[src/rtl/instruction_cache.sv]
// Blocking direct-mapped instruction cache, one instruction per line.
// Optional perf counters: define ICACHE_PERF_COUNTERS_EN.
module instruction_cache #(
    parameter int PcWidth    = 32,
    parameter int NumWarps   = 8,
    parameter int WarpWidth  = 32,
    parameter int InstrWidth = 32,
    parameter int NumLines   = 16,
    localparam int IdxWidth  = $clog2(NumLines),
    localparam int TagWidth  = PcWidth - IdxWidth,
    localparam int WidWidth  = (NumWarps > 1) ? $clog2(NumWarps) : 1
) (
    input  logic                  clk_i,
    input  logic                  rst_i,
    input  logic                  flush_i,
    input  logic                  fe_valid_i,
    output logic                  fe_ready_o,
    input  logic [PcWidth-1:0]    fe_pc_i,
    input  logic [WarpWidth-1:0]  fe_act_mask_i,
    input  logic [WidWidth-1:0]   fe_warp_id_i,
    output logic                  ic_valid_o,
    input  logic                  dec_ready_i,
    output logic [PcWidth-1:0]    ic_pc_o,
    output logic [WarpWidth-1:0]  ic_act_mask_o,
    output logic [WidWidth-1:0]   ic_warp_id_o,
    output logic [InstrWidth-1:0] ic_instr_o,
    output logic                  mem_req_valid_o,
    input  logic                  mem_req_ready_i,
    output logic [PcWidth-1:0]    mem_req_addr_o,
    input  logic                  mem_rsp_valid_i,
    input  logic [InstrWidth-1:0] mem_rsp_data_i,
    output logic [31:0]           hit_count_o,
    output logic [31:0]           miss_count_o
);

    typedef logic [WidWidth-1:0]  wid_t;
    typedef logic [PcWidth-1:0]   pc_t;
    typedef logic [WarpWidth-1:0] act_mask_t;

    typedef enum logic [1:0] {
        IDLE,
        MISS_REQ,
        MISS_WAIT,
        DELIVER
    } state_e;

    state_e state_q, state_d;

    logic [NumLines-1:0]   valid_q;
    logic [TagWidth-1:0]   tag_q  [NumLines];
    logic [InstrWidth-1:0] data_q [NumLines];

    pc_t                   req_pc_q;
    act_mask_t             req_mask_q;
    wid_t                  req_wid_q;
    logic [InstrWidth-1:0] fill_data_q;
    logic                  flushed_q;

    logic                  out_free;
    logic [IdxWidth-1:0]   lookup_idx;
    logic [TagWidth-1:0]   lookup_tag;
    logic                  lookup_hit;
    logic [IdxWidth-1:0]   req_idx;
    logic                  accept;
    logic                  hit_load;
    logic                  fill;
    logic                  deliver;

    assign out_free   = !ic_valid_o || dec_ready_i;
    assign lookup_idx = fe_pc_i[IdxWidth-1:0];
    assign lookup_tag = fe_pc_i[PcWidth-1:IdxWidth];
    assign lookup_hit = valid_q[lookup_idx] && (tag_q[lookup_idx] == lookup_tag);
    assign req_idx    = req_pc_q[IdxWidth-1:0];
    assign mem_req_addr_o = req_pc_q;

    always_ff @(posedge clk_i) begin
        if (rst_i) state_q <= IDLE;
        else       state_q <= state_d;
    end

    always_comb begin
        state_d         = state_q;
        fe_ready_o      = 1'b0;
        mem_req_valid_o = 1'b0;
        accept          = 1'b0;
        hit_load        = 1'b0;
        fill            = 1'b0;
        deliver         = 1'b0;
        unique case (state_q)
            IDLE: begin
                fe_ready_o = out_free && !flush_i && !rst_i;
                accept     = fe_valid_i && fe_ready_o;
                if (accept) begin
                    if (lookup_hit) hit_load = 1'b1;
                    else            state_d  = MISS_REQ;
                end
            end
            MISS_REQ: begin
                mem_req_valid_o = 1'b1;
                if (mem_req_ready_i) state_d = MISS_WAIT;
            end
            MISS_WAIT: begin
                if (mem_rsp_valid_i) begin
                    fill    = 1'b1;
                    state_d = DELIVER;
                end
            end
            DELIVER: begin
                if (out_free) begin
                    deliver = 1'b1;
                    state_d = IDLE;
                end
            end
        endcase
    end

    // Flush wins over a same-cycle fill so a stale word never becomes valid.
    always_ff @(posedge clk_i) begin
        if (rst_i || flush_i)        valid_q <= '0;
        else if (fill && !flushed_q) valid_q[req_idx] <= 1'b1;
    end

    always_ff @(posedge clk_i) begin
        if (fill) begin
            tag_q[req_idx]  <= req_pc_q[PcWidth-1:IdxWidth];
            data_q[req_idx] <= mem_rsp_data_i;
        end
    end

    always_ff @(posedge clk_i) begin
        if (rst_i) begin
            req_pc_q    <= '0;
            req_mask_q  <= '0;
            req_wid_q   <= '0;
            fill_data_q <= '0;
            flushed_q   <= 1'b0;
        end else begin
            if (accept) begin
                req_pc_q   <= fe_pc_i;
                req_mask_q <= fe_act_mask_i;
                req_wid_q  <= fe_warp_id_i;
                flushed_q  <= 1'b0;
            end else if (flush_i) begin
                flushed_q  <= 1'b1;
            end
            if (fill) fill_data_q <= mem_rsp_data_i;
        end
    end

    always_ff @(posedge clk_i) begin
        if (rst_i) begin
            ic_valid_o    <= 1'b0;
            ic_pc_o       <= '0;
            ic_act_mask_o <= '0;
            ic_warp_id_o  <= '0;
            ic_instr_o    <= '0;
        end else if (hit_load) begin
            ic_valid_o    <= 1'b1;
            ic_pc_o       <= fe_pc_i;
            ic_act_mask_o <= fe_act_mask_i;
            ic_warp_id_o  <= fe_warp_id_i;
            ic_instr_o    <= data_q[lookup_idx];
        end else if (deliver) begin
            ic_valid_o    <= 1'b1;
            ic_pc_o       <= req_pc_q;
            ic_act_mask_o <= req_mask_q;
            ic_warp_id_o  <= req_wid_q;
            ic_instr_o    <= fill_data_q;
        end else if (dec_ready_i) begin
            ic_valid_o    <= 1'b0;
        end
    end

`ifdef ICACHE_PERF_COUNTERS_EN
    logic [31:0] hit_cnt_q, miss_cnt_q;

    always_ff @(posedge clk_i) begin
        if (rst_i) begin
            hit_cnt_q  <= '0;
            miss_cnt_q <= '0;
        end else begin
            if (hit_load && hit_cnt_q != '1)
                hit_cnt_q <= hit_cnt_q + 32'd1;
            if (accept && !lookup_hit && miss_cnt_q != '1)
                miss_cnt_q <= miss_cnt_q + 32'd1;
        end
    end

    assign hit_count_o  = hit_cnt_q;
    assign miss_count_o = miss_cnt_q;
`else
    assign hit_count_o  = '0;
    assign miss_count_o = '0;
`endif

endmodule

[config.mk]
export PLATFORM = sky130hd
export DESIGN_NAME = instruction_cache
export DESIGN_NICKNAME = d
export VERILOG_FILES = /design/src/rtl/instruction_cache.sv
export SDC_FILE = /design/constraint.sdc
export NUM_CORES = 1
export LEC_CHECK = 0
export BUFFER_PORTS_ARGS = -buffer_cell sky130_fd_sc_hd__buf_2
export CORE_UTILIZATION = 30
export CTS_CLUSTER_SIZE = 40
export DETAILED_ROUTE_END_ITERATION = 12
export GPL_TIMING_DRIVEN = 0
export PLACE_DENSITY = 0.55
export SLEW_MARGIN = 30
export SYNTH_ARGS = -nofsm -noshare
export SYNTH_HDL_FRONTEND = slang
export SYNTH_SLANG_ARGS = --single-unit
[constraint.sdc]
create_clock -name clk_i -period 6.5 [get_ports clk_i]
set_clock_uncertainty 0.1 [all_clocks]
set_input_delay 0.325 -clock clk_i [delete_from_list [all_inputs] [get_ports clk_i]]
set_output_delay 0.325 -clock clk_i [all_outputs]
set_load 0.1 [all_outputs]
After elaboration in Yosys (flattened, before gate mapping)
Memories as Yosys holds them, arrays and structs flattened.
Cells that the tools add are included.
- flip-flop bits (word level): 218
- memory bits (writable): 960
- output and inout bits: 198
- memories kept: 2
- $lt $le $gt $ge: 3
- equal/unequal tests: 9
- muxes and demuxes: 33
- bitwise operators: 1
- reductions and logical operators: 17
- memories (memory ; depth ; width ; rd ports ; clocked after memory_dff ; write ports ; RTL line ; source):
    data_q ; 16 ; 32 ; 1 ; 0 ; 1 ; 51 ; logic [InstrWidth-1:0] data_q [NumLines];
    tag_q ; 16 ; 28 ; 1 ; 0 ; 1 ; 50 ; logic [TagWidth-1:0] tag_q [NumLines];
- operator list (kind ; count):
    32-bit two-way mux ; 6
    28-bit equality test ; 1
    1-bit two-way mux ; 17
    16-bit bitwise OR ; 1
    4-bit by 5-bit less-than comparator with 1-bit output (second input constant) ; 2
    2-bit two-way mux ; 5
    2-bit inequality test (second input constant) ; 5
    2-bit one-hot mux with 4 select lines ; 1
    1-bit logical AND ; 6
    3-bit two-way mux ; 2
    5-bit AND reduction ; 1
    1-bit binary-select mux with 4-bit select ; 1
    1-bit demux with 4-bit select ; 1
    2-bit equality test (second input constant) ; 2
    4-bit by 1-bit greater-or-equal comparator with 1-bit output (second input constant) ; 1
    1-bit zero test ; 4
    3-bit nonzero test ; 1
    2-bit by 1-bit equality test with 1-bit output (second input constant) ; 1
    2-bit zero test ; 1
    1-bit logical OR ; 2
    2-bit nonzero test ; 1
    2-bit OR reduction ; 1

Longest topological paths before layout
Gate-level depths: netlist of run 1.
- depth after elaboration: 8
- depth in mapped cells: 15

Worst setup path after synthesis of run 1
OpenSTA, ideal clock, no wires.
- kind: reg-to-reg
- from: register req_pc_q[1], in the netlist mem_req_addr_o[1]
- to: memory data_q[2][0] (enable)
- arrival time: 5.787 ns
- setup slack: 0.062 ns
- stages on the path, launching flop included: 5
- path buffers: 1
- clock period less this slack: 6.438 ns
- cells stage by stage: dfxtp_1 > clkbuf_1 > nor2b_1 > nand2_1 > nor3_1
- RTL lines (item ; RTL line ; source):
    start: declaration ; 53 ; pc_t req_pc_q;
    start signal: assignment ; 139 ; req_pc_q <= fe_pc_i;
    end: declaration ; 51 ;
No word-level cell before the write port.

Worst setup path after layout of run 1
- from: input port fe_pc_i[1]
- to: register ic_instr_o[29]
- word-level cells in the longest chain between the ends: 7
- elaborated cells on any way between the ends: 11
- those cells by class: eq/ne (1); mux (6); reduce/logical (2); memory (2)
- ends and longest elaborated chain (item ; RTL line ; source):
    start: declaration ; 18 ; input logic [PcWidth-1:0] fe_pc_i,
    memory read 16 x 28 bit or 1-bit binary-select mux with 4-bit select (tied branches) ; n/a ;
    28-bit equality test or 1-bit two-way mux (tied branches) ; 72 ; assign lookup_hit = valid_q[lookup_idx] && (tag_q[lookup_idx] == lookup_tag);
    1-bit logical AND ; 72 ;
    1-bit two-way mux ; 94 ; if (lookup_hit) hit_load = 1'b1;
    1-bit two-way mux ; 93 ; if (accept) begin
    1-bit two-way mux ; 89 ; unique case (state_q)
    32-bit two-way mux or 2-bit nonzero test (tied branches) ; n/a ;
    end signal: assignment ; 162 ; ic_instr_o <= data_q[lookup_idx];
    end signal: assignment ; 168 ; ic_instr_o <= fill_data_q;
    end: declaration ; 26 ; output logic [InstrWidth-1:0] ic_instr_o,
Parallel ways exist; a longest one is shown, timed or not. The select of a mux whose other input is x is not followed.
A chain may end at the register's enable or synchronous reset.

==> impl_metrics.toml, run 1 <==
[detailed_routing]
drc_errors = 0
dr_total_vias = 26700
wl_per_cell_um = 26.9
drtIter0Drc = 2556
viasPerCell = 5.01
dr.pass1.iters = 6
wl_um = 143000
ant_nets = 0

[outcome]
status = "complete, no violations"

[yosys]
syn_avg_cell_area_um2 = 18.3
synth_top_area_cell = "edfxtp_1"
synth_edf_count = 960
syn_inst = 2543
synth_seq_cells = 1178
yosys_warnings = 0
synth.area.top_cells = "edfxtp_1, mux4_2, dfxtp_1"
synth.cell_area_um2 = 46400
synthDistinctLibCells = 49
synth_top_area_share_pct = 62.1
ys.flop_type = "edfxtp_1"
async_flop_share_pct = 0
ys_seq_area_share_pct = 71.5
yosysMostFrequentCell = "edfxtp_1"
synth_top_cells_by_count = "edfxtp_1, mux4_2, nand2_1"

[floorplanning]
dieHeight_um = 395
start_util_pct = 30.2
dieArea_um2 = 156000
io_pins = 304
core_um2 = 154000
core.rowCount = 144
die-width_um = 395

[clock_tree]
cts_root_buf = "clkbuf_16"
cts_tree = "yes"
worstSkewPairLatency_ns = 0.76
cts.sinks = 1178
clk_transition_reported_paths_ns = 0.07
numCtsBuffers = 118
clk_path_buf_depth = 3
cts_max_level = 3

[sta]
period_share_pct = 77.9
holdWs_ns = 0.137
max_freq_ghz = 0.197
final_hold_viol_count = 0
setup_viol = 0
final_max_slew_viol_count = 0
rsz0062_at_grt = "false"
finalSetupTns_ns = 0
worstMarginPinSlew_ns = 1.05
period_needed_ns = 5.06
slew-limit-headroom_pct = 30.3

[power]
swShare_pct = 24.2
p_comb_share_pct = 8.0
p_int_uw = 12400
leakage_uw = 0.0197
pwr_density_cell_nw_per_um2 = 285
peakVddDrop_mv = 0.217
p_switching_uw = 3960
p_seq_share_pct = 50.8
clkPwrFrac_pct = 41.2

[setup_path]
path_class = "in2reg"
cp_data_required_time_ns = 7.00
crit_path_start_kind = "input port"
critical_path_peak_fanout = 10
cp_common_cell = "buf_2"
slowest_stage = "a2111oi_0"
path_cells = "buf_2, buf_2, buf_2, clkbuf_1, nand4_1, a2111oi_0, o2111ai_1, nand4bb_1, clkbuf_2, clkbuf_2, nor3_1, a211oi_2"
endpoint_kind = "flip-flop"
cp_data_arrival_time_ns = 5.56
critPathMaxStageDelay_ns = 0.88

[grt]
met3_usage_pct = 5.35
grt_pass1_wl_um = 201000
groute.usage.overall_pct = 18.1
top_usage_layer = "met2"
grt_max_degree = 20
antenna_found_initial = 24
grt_util_met1_pct = 25.0
grt_use_met2_pct = 28.2
grt_pass1_vias = 26300
grt-ovfl-total = 0

[cells_and_area]
design_area_um2 = 57500
stdcell_count = 5328
fin_nets = 3287
synthToLayoutAreaGrowth_pct = 23.7
drive_above_1_share_pct = 32.0
nFillCells = 14300

[placed_design]
gp_congestion = 0.793
postPlaceCellArea_um2 = 52600
port_buffers = 233
place_hpwl_um = 98500
dp.cells = 5000

[min_path]
hold_path_class = "in2reg"

[job]
cap_violations = 0
## through the flow
| stage | total power [uW] | utilization [%] | setup slack [ns] |
|---|---|---|---|
| after floorplan | 9300 | - | 0.0617 |
| after global placement | 9730 | 32.7 | -7.09 |
| final | 16400 | 37.3 | 1.44 |
| after global routing | 16900 | 37.3 | 1.34 |
| after CTS | 16500 | 37.3 | 1.56 |
| after detailed placement | 9750 | 34.2 | 0.744 |
## power by group through the flow
| stage | sequential (uW) | combinational [uW] | clock [uW] |
|---|---|---|---|
| floorplan | 8550 | 757 | 0 |
| global placement | 8490 | 1240 | 0 |
| detailed placement | 8480 | 1270 | 0 |
| CTS | 8320 | 1330 | 6890 |
| global route | 8330 | 1390 | 7160 |
| finish | 8320 | 1320 | 6750 |
## sequential cells by signal, summed over array words and instances (netlist names), 16 cells and up
register        count
mem_req_addr_o     32
tag_q             448
ic_instr_o         32
valid_q            16
req_mask_q         32
ic_act_mask_o      32
ic_pc_o            32
data_q            512
fill_data_q        32
## what timing repair did
action | in CTS | in global routing
hold endpoints to repair | 670 | 0
resized for setup | 0 | 0
setup buffers | 0 | 0
hold buffers | 100 | 0
endpoints found under the setup margin | 0 | 0
## routing by layer
metal | vias up | wire, um
met5 | - | 102
met2 | 1181 | 66100
li1 | 11300 | -
met1 | 14000 | 60200
met4 | 18 | 2520
met3 | 164 | 14500
## critical path: cells and delay by family
family,cells,cell delay (ns)
AO/OA/AOI/OAI,3,1.41
buffers and inverters,6,2.60
AND/OR/NAND/NOR,3,1.20
## area by class of cell
cell class / count / area [um^2] / area share, %
diodes: 2 / 5.00 / 0.00871
plain buffers: 234 / 1320 / 2.30
clock buffers: 166 / 3240 / 5.65
clock inverters: 59 / 573 / 0.997
inverters: 7 / 26.3 / 0.0457
multi-input cells: 1187 / 12300 / 21.4
flip-flops and latches: 1178 / 33200 / 57.8
well taps: 2044 / 2560 / 4.45
repair buffers: 451 / 4270 / 7.43
## final timing paths
path	start	endpoint	slack (ns)	depth (start not counted)
worst max-delay path	fe_pc_i[1]	ic_instr_o[29]	1.44	12
worst min-delay path	mem_req_ready_i	state_q[0]	0.14	4
worst max register to register	tag_q[15][2]	ic_instr_o[29]	1.70	10
worst min register to register	req_mask_q[3]	req_mask_q[3]	0.35	2
## logic make-up after synthesis
logic type	after synthesis	share of synthesized area, %
AND/OR/NAND/NOR	415	3.93
AO/OA/AOI/OAI	251	4.53
buffers and inverters	241	2.83
flip-flops	1178	71.5
multiplexers	416	16.4
adder cells (fa/ha/maj)	4	0.108
other	1	0.00808
XOR/XNOR	37	0.698
## placed cells by master (no fill, tap or decap), drive strengths merged, types with 2 or more instances in the layout
cell	count
and3	4
nor2b	11
nand2b	8
nor2	36
mux2	2
nor3	112
and2	5
xnor2	21
mux4	276
clkinv	43
a21oi	117
a211oi	100
dlygate4sd3	100
edfxtp	960
buf	481
clkbuf	270
a221oi	3
a22oi	10
clkinvlp	6
ha	4
dfxtp	218
xor2	16
diode	2
bufinv	7
nor4	4
inv	10
or2	2
o22ai	3
nand2	221
conb	64
nand4	3
a31oi	5
a22o	3
mux2i	138
o21ai	3
nand3	5
Note: power is estimated with default switching activity, not from simulation.
==> run 2, diff against run 1 <==
--- a/config.mk
+++ b/config.mk
@@ -10,7 +10,7 @@
 export CTS_CLUSTER_SIZE = 40
 export DETAILED_ROUTE_END_ITERATION = 12
 export GPL_TIMING_DRIVEN = 0
-export PLACE_DENSITY = 0.55
+export PLACE_DENSITY = 0.57
 export SLEW_MARGIN = 30
 export SYNTH_ARGS = -nofsm -noshare
 export SYNTH_HDL_FRONTEND = slang
==> constraint.sdc (replaced) <==
create_clock -name clk_i -period 4.59 [get_ports clk_i]
set_clock_uncertainty 0.1 [all_clocks]
set_input_delay 0.2295 -clock clk_i [delete_from_list [all_inputs] [get_ports clk_i]]
set_output_delay 0.2295 -clock clk_i [all_outputs]
set_load 0.1 [all_outputs]
==> impl_metrics.toml, run 2 (synthesis gave the netlist of run 1 again) <==
[outcome]
status = "complete, no violations"

[setup_path]
crit-reg2reg-launch = "tag_q[10][19]"
cp_data_arrival_time_ns = 5.01
endpoint_kind = "flip-flop"
path_class = "reg2reg"
cp_common_cell = "clkbuf_2"
crit_path_start_kind = "flip-flop"
critPathMaxStageDelay_ns = 0.60
r2r_end = "ic_instr_o[30]"
rrSetupSlack_ns = 0.07
cp_data_required_time_ns = 5.08
slowest_stage = "clkbuf_2"
r2r_cells = 10
path_cells = "mux4_2, mux2i_1, mux2_2, nor4_1, o2111ai_1, nand4bb_1, clkbuf_2, clkbuf_2, nor3_2, a211oi_2"
critical_path_peak_fanout = 10

[clock_tree]
clk_transition_reported_paths_ns = 0.06
clk_path_buf_depth = 3
cts_root_buf = "clkbuf_16"
numCtsBuffers = 118
cts.sinks = 1178
cts_max_level = 3
cts_tree = "yes"
post-cts-setup-buffers = 0
worstSkewPairLatency_ns = 0.74

[floorplanning]
io_pins = 304
dieArea_um2 = 156000
core.rowCount = 144
core_um2 = 154000
die-width_um = 395
dieHeight_um = 395
start_util_pct = 30.2

[sta]
final_max_slew_viol_count = 0
holdWs_ns = 0.0895
finalSetupTns_ns = 0
period_needed_ns = 4.52
worstMarginPinSlew_ns = 1.05
max_freq_ghz = 0.221
slew-limit-headroom_pct = 29.8
rsz0062_at_grt = "false"
final_hold_viol_count = 0
period_share_pct = 98.4
setup_ws_ns = 0.0715
setup_viol = 0

[detailed_routing]
dr_total_vias = 26800
ant_nets = 0
drc_errors = 0
wl_um = 144000
viasPerCell = 5.04
drtIter0Drc = 2959
dr.pass1.iters = 5
wl_per_cell_um = 27.1

[cells_and_area]
biggestRegsByFlops = "data_q x512, tag_q x448"
largest_reg_flops = 512
nFillCells = 14200
regArea_um2 = 33200
drive_above_1_share_pct = 32.7
multiInputGateArea_um2 = 12300
fin_nets = 3268
layout_common_cells = "edfxtp_1, mux4_2, buf_2, nand2_1, dfxtp_1"
layout_commonest_cell = "edfxtp_1"
synthToLayoutAreaGrowth_pct = 24.4
top_register = "data_q"
stdcell_count = 5307

[power]
leakage_uw = 0.0198
pwr_density_cell_nw_per_um2 = 408
peakVddDrop_mv = 0.357

[grt]
groute.usage.overall_pct = 18.1
grt-ovfl-total = 0
antenna_found_initial = 11
grt_pass1_vias = 26100
grt_pass1_wl_um = 201000
grt_max_degree = 20

[placed_design]
port_buffers = 233
pre_cts_ws_ns = -1.54
place_hpwl_um = 98200
dp.cells = 4982
gp_congestion = 0.790

[min_path]
hold_end = "ic_valid_o"
min-delay-start = "dec_ready_i"
hold_path_class = "in2reg"
min_path_cells = 4

[job]
cap_violations = 0
==> run 2: how the worst max path moves through the flow <==
stage,from,endpoint,depth (start not counted)
global placement,state_q[0],data_q[11][8],6
CTS,fe_pc_i[2],ic_instr_o[4],14
floorplan,mem_req_addr_o[1],data_q[10][0],4
finish,tag_q[10][19],ic_instr_o[30],10
global route,fe_pc_i[2],ic_instr_o[30],14
detailed placement,fe_pc_i[1],ic_instr_o[28],12
==> run 2: routing by layer <==
metal	wire (um)	vias up	global-route usage, %	part of all wire (%)
met4	2060	6	3.08	1.4
met2	67100	1263	28.5	47
met3	13700	157	4.33	9.5
met1	60700	14100	25.6	42
li1	-	11200	-	-
met5	37	-	0	0.026
==> run 2: final cells by class <==
| type | count | share of cell area, % |
|---|---|---|
| flip-flops and latches | 1178 | 57.5 |
| multi-input cells | 1187 | 21.4 |
| well taps | 2044 | 4.43 |
| clock buffers | 160 | 5.72 |
| inverters | 7 | 0.0455 |
| repair buffers | 432 | 7.47 |
| plain buffers | 234 | 2.32 |
| diodes | 2 | 0.00866 |
| clock inverters | 63 | 1.19 |
==> run 2: critical path: cells and delay by family, from the launching register on <==
family                 cells  cell delay, ns
AOI/OAI and AO/OA          2            0.46
and+or+nand+nor            3            1.21
DFF                        1            0.37
muxes                      3            1.17
buffers and inverters      2            1.09
==> run 2: power by group <==
group	leakage (uW)	internal, uW	switching (uW)
Sequential	0.0105	11700	123
Clock	0.00195	5720	4200
Combinational	0.00739	597	1290
Total	0.0198	18000	5610
==> run 2: metrics by stage <==
stage          utilization [%]  instance area [um^2]  power (uW)
6_report                  37.5                 57800       23600
5_1_grt                   37.5                 57800       24200
4_1_cts                   37.5                 57700       23700
3_5_place_dp              34.3                 52700       13800
3_3_place_gp              32.8                 50400       13800
2_1_floorplan                -                 46700       13200
==> run 2: repair_timing <==
action,in CTS,in global routing
hold buffers,100,0
setup endpoints to repair,100,8
resized for setup,9,3
hold endpoints to repair,670,0
